### src/rtl/wf_valid_count.sv
// Per-wavefront instruction-buffer occupancy counters with saturating
// increment/decrement, flush on taken branch or page fault, and sticky error flags.
module wf_valid_count #(
    parameter int unsigned WF_PER_CU = 40,
    parameter int unsigned WFID_W    = 6,
    parameter int unsigned DEPTH     = 2,
    parameter int unsigned CNT_W     = 4,
    parameter int unsigned NUM_ISSUE = 2
) (
    input  logic                          clk,
    input  logic                          rst,
    input  logic                          decode_valid,
    input  logic                          decode_hold,
    input  logic [WFID_W-1:0]             decode_wfid,
    input  logic [NUM_ISSUE-1:0]          issue_valid,
    input  logic [NUM_ISSUE*WFID_W-1:0]   issue_wfid,
    input  logic                          branch_en,
    input  logic                          branch_taken,
    input  logic [WFID_W-1:0]             branch_wfid,
    input  logic                          fault_en,
    input  logic [6:0]                    fault_tag,
    output logic [WF_PER_CU-1:0]          valid_entry_out,
    output logic [WF_PER_CU-1:0]          full_out,
    output logic [WF_PER_CU*CNT_W-1:0]    count_out,
    output logic                          overflow_err,
    output logic                          underflow_err
);

    localparam logic [CNT_W+1:0] DEPTH_S = (CNT_W+2)'(DEPTH);

    logic [CNT_W-1:0] count_q [WF_PER_CU];
    logic [CNT_W-1:0] count_d [WF_PER_CU];
    logic             ovf_q;
    logic             unf_q;
    logic             ovf_set;
    logic             unf_set;
    logic             flush;
    logic [CNT_W+1:0] sum;
    logic             unused_fault_tag;

    assign unused_fault_tag = ^fault_tag;

    // sum is two's complement; its top bit marks a decrement below zero
    always_comb begin
        ovf_set = 1'b0;
        unf_set = 1'b0;
        flush   = 1'b0;
        sum     = '0;
        for (int unsigned w = 0; w < WF_PER_CU; w++) begin
            flush = (branch_en & branch_taken & (branch_wfid == WFID_W'(w)))
                  | (fault_en & (fault_tag[WFID_W-1:0] == WFID_W'(w)));
            sum = (CNT_W+2)'(count_q[w]);
            if (decode_valid && !decode_hold && (decode_wfid == WFID_W'(w)))
                sum = sum + (CNT_W+2)'(1);
            for (int unsigned p = 0; p < NUM_ISSUE; p++) begin
                if (issue_valid[p] && (issue_wfid[p*WFID_W +: WFID_W] == WFID_W'(w)))
                    sum = sum - (CNT_W+2)'(1);
            end
            if (flush) begin
                count_d[w] = '0;
            end else if (sum[CNT_W+1]) begin
                count_d[w] = '0;
                unf_set    = 1'b1;
            end else if (sum > DEPTH_S) begin
                count_d[w] = CNT_W'(DEPTH);
                ovf_set    = 1'b1;
            end else begin
                count_d[w] = sum[CNT_W-1:0];
            end
        end
    end

    always_ff @(posedge clk) begin
        if (rst) begin
            for (int unsigned w = 0; w < WF_PER_CU; w++)
                count_q[w] <= '0;
            ovf_q <= 1'b0;
            unf_q <= 1'b0;
        end else begin
            for (int unsigned w = 0; w < WF_PER_CU; w++)
                count_q[w] <= count_d[w];
            ovf_q <= ovf_q | ovf_set;
            unf_q <= unf_q | unf_set;
        end
    end

    always_comb begin
        valid_entry_out = '0;
        full_out        = '0;
        count_out       = '0;
        for (int unsigned w = 0; w < WF_PER_CU; w++) begin
            valid_entry_out[w]          = (count_q[w] != '0);
            full_out[w]                 = (count_q[w] == CNT_W'(DEPTH));
            count_out[w*CNT_W +: CNT_W] = count_q[w];
        end
    end

    assign overflow_err  = ovf_q;
    assign underflow_err = unf_q;

endmodule

### config.mk
export PLATFORM = sky130hd
export DESIGN_NAME = wf_valid_count
export DESIGN_NICKNAME = d
export VERILOG_FILES = /design/src/rtl/wf_valid_count.sv
export SDC_FILE = /design/constraint.sdc
export NUM_CORES = 1
export LEC_CHECK = 0
export ABC_CLOCK_PERIOD_IN_PS = 5200
export CORE_MARGIN = 1.5
export CORE_UTILIZATION = 29
export DETAILED_ROUTE_END_ITERATION = 8
export PLACE_DENSITY = 0.54
export SLEW_MARGIN = 20
export SYNTH_ARGS = -nofsm -noshare
export SYNTH_HDL_FRONTEND = slang
export SYNTH_SLANG_ARGS = --single-unit
### constraint.sdc
create_clock -name clk -period 5.2 [get_ports clk]
set_input_delay 1.04 -clock clk [delete_from_list [all_inputs] [get_ports clk]]
set_output_delay 1.04 -clock clk [all_outputs]
set_load 0.05 [all_outputs]
==> key figures <==
Global route
  • Largest net degree at the start of global routing: 60
  • Initial antenna violation count: 7
  • Met2 Use GR: 40.7%
  • M1 GR Usage: 33.0%
  • First-pass GRT wire length: 166000 um
  • Vias in the first global route: 28046
  • Global route overflow: 0
  • All-layer global routing usage: 24.8%
  • Met3 layer usage reported by global route: 4.23%
  • GRT busiest layer: met2

Setup path
  • Critical path cell sequence: clkdlybuf4s50_1 > buf_4 > or4_4 > nor2_2 > xnor2_1 > ha_2 > and4b_1 > buf_4 > a211oi_1 > mux2i_1 > a2111oi_2 > mux2_4 > nor3_1 > or3_1 > a22o_1 > or4_4 > nor4_4 > a41oi_2
  • Arr. time, crit path: 5490 ps
  • Delay-heaviest family, CP: simple AND/OR/NAND/NOR gates
  • WP buf/inv: 3
  • CP peak stage delay: 570 ps
  • CP max-delay cell: or4_4
  • Crit path capture type: flip-flop
  • Crit-path max FO: 3
  • Startpoint types: input pin
  • Crit path required time: 5580 ps
  • Crit path kind: input pin to flip-flop

Power
  • Max IR drop VDD: 303 uV
  • LEAKAGE: 0.0143 uW
  • Power Density: 133 nW/um2

Clock tree
  • Clk Latency, worst-skew pair: 530 ps
  • CTS tree: done
  • CTS root buf: clkbuf_16
  • Sink count of the clock tree: 162
  • H-tree Lvls: 4
  • Clock-pin slew on the worst setup and hold paths: 80 ps
  • Clock Path Buffers: 2
  • CTS Buf Count: 17

Routing
  • Antenna Nets Post-Route: 0
  • Final WL: 112000 um
  • Iter 0 DRT Violations: 2433
  • DRC: 0
  • Iteration count of the initial detailed-routing pass: 7
  • Wire per inst: 19.7 um
  • Vias per cell: 5.37
  • Vias: 30485

Final layout
  • Area grow syn2layout: 44.2%
  • Final net count: 4746
  • Ratio of cells with drive above 1 in the final layout: 21.7%
  • Final std cells w/o fill: 5672
  • Util after Layout: 42.1%
  • Fill cells: 8854

Placed design
  • Placed cell count: 5623
  • Dpl ws: -710 ps
  • Hpwl dp: 91300 um
  • # port buffers: 280
  • Placer Congestion: 0.974

Timing
  • RSZ-0062 raised after global routing: yes
  • Skew final: 18.3 ps
  • Final slew viol count: 0
  • Tcrit/Tclk final: 98.4%
  • Final worst slack: 84.0 ps
  • Worst slew pin tran: 912 ps
  • Endpoints failing hold: 0
  • Min cycle time layout: 5120 ps
  • Finish-stage setup viols: 0
  • Relative slew margins: 39.2%
  • Max Fclk: 195 MHz
  • Setup TNS: 0 ps
  • Fin Hold WS: 881 ps

Floorplanning
  • Chip width: 296 um
  • FP Rows: 107
  • Die area: 87400 um2
  • Core Footprint: 85000 um2
  • Ports: 282
  • Initial Utilization: 29.2%
  • Die Ht: 296 um

Synthesis
  • Cell Area, Synth: 24800 um2
  • Ys Warns: 0
  • Most used DFF post-synth: dfxtp_1
  • EDFF count, synth: 0
  • #FFs+latches synth: 162
  • Seq/Total Area, Yosys: 13.1%
  • Netlist cell types: 99
  • Average cell area after synthesis: 7.06 um2
  • Gate Count Post-Synth: 3515
  • Ys async rst share: 0%

Run status
  • Outcome: finished clean

Run
  • Max-Cap Viols: 0

Min path
  • Worst Hold Class: flip-flop to flip-flop
worst min-delay path: stages (launching register included):
cell     delay (ps)
dfxtp_1         360
nand2_1          90
a22o_1          120
a21bo_2         140
nor2_1           50
o21a_1           90
cells in the mapped netlist, types with 14 or more instances:
cell type	instances	area, um2
nor2b_1	35	219
o32ai_1	14	123
a31oi_1	77	482
a32oi_1	15	131
clkbuf_1	135	507
a2111oi_0	23	201
and3_1	80	500
nand3_1	172	861
nor4b_1	16	140
nand2b_1	41	257
o21a_1	15	113
nand4_1	50	313
buf_1	18	67.6
inv_1	166	623
mux2i_1	66	661
and4_1	14	123
a21o_1	16	120
and2_1	78	488
nand4b_1	16	140
nor2_1	338	1270
o211ai_1	48	360
xnor2_1	205	1800
nand2_1	385	1450
nor3_1	155	776
dfxtp_1	162	3240
or3_1	40	250
mux2_2	24	270
a21oi_1	156	781
ha_1	199	2490
nor3b_1	19	143
nor4_1	53	332
a211oi_1	44	330
o22ai_1	27	169
o21ai_0	106	531
or4_1	30	225
or2_2	26	163
nand3b_1	16	120
a22oi_1	21	158
o31ai_1	26	195
xor2_1	73	639
through the flow:
step	area [um2]	total power (uW)
2_1_floorplan	25200	2470
3_3_place_gp	34600	3250
3_5_place_dp	34600	3250
4_1_cts	35300	4760
5_1_grt	35800	4970
6_report	35800	4760
logic make-up after synthesis:
family	share of synthesized area (%)
AO/OA/AOI/OAI	22.3
XOR/XNOR	11.2
adder cells (fa/ha/maj)	10.1
buffers and inverters	5.08
flip-flops	13.1
multiplexers	3.75
other	0.0151
AND/OR/NAND/NOR	34.5
metal layers:
layer | wire length (um) | share of wire [%]
met5 | 18 | 0.016
met4 | 3050 | 2.7
met3 | 7760 | 6.9
met2 | 50900 | 46
met1 | 50000 | 45
state kept, by name (all words and copies together) (netlist names):
name           count
count_q          160
overflow_err       1
underflow_err      1
final timing paths:
check / to / cells past startpoint / slack [ps] / start
setup reg to reg: overflow_err$_SDFF_PP0_ / 17 / 810 / count_q[4][0]$_SDFF_PP0_
hold / removal: count_q[1][5]$_SDFF_PP0_ / 5 / 880 / count_q[1][7]$_SDFF_PP0_
setup / recovery: overflow_err$_SDFF_PP0_ / 18 / 80 / decode_wfid[0]
hold reg to reg: count_q[1][5]$_SDFF_PP0_ / 5 / 880 / count_q[1][7]$_SDFF_PP0_
placed cells by master, fill, tap and decap left out, drive strengths merged, types with 30 or more instances in the layout:
cell             n
buf            781
or3             40
xor2            73
a211oi          44
nand4           50
and2            79
a31oi           77
nor3           156
nand2b          41
xnor2          206
conb            80
clkdlybuf4s50  276
and3            80
nand3          172
or4             31
nor4            54
ha             199
nand2          385
mux2i           66
nor2b           35
o211ai          48
dfxtp          162
a21oi          156
o21ai          112
nor2           339
a2111oi         30
inv            167
power by group:
part	switching, uW	internal [uW]
sequential	147	1300
clock	666	801
combinational	1080	758
total	1890	2860
final cells by class:
type	instances	area [um2]	share of cell area [%]
inverters	166	623	1.74
flip-flops and latches	162	3240	9.06
clock buffers	22	444	1.24
diodes	8	20.0	0.0559
multi-input cells	3100	21100	59.0
clock inverters	10	158	0.440
well taps	1144	1430	4.00
repair buffers	1060	8760	24.5
what timing repair did:
item,4_1_cts,5_1_grt
resized for setup,9,98
hold buffers,0,0
pin swaps,3,26
endpoints found under the setup margin,1,2
gates cloned,0,0
buffers inserted,2,7
Note: power is estimated with default switching activity, not from simulation.
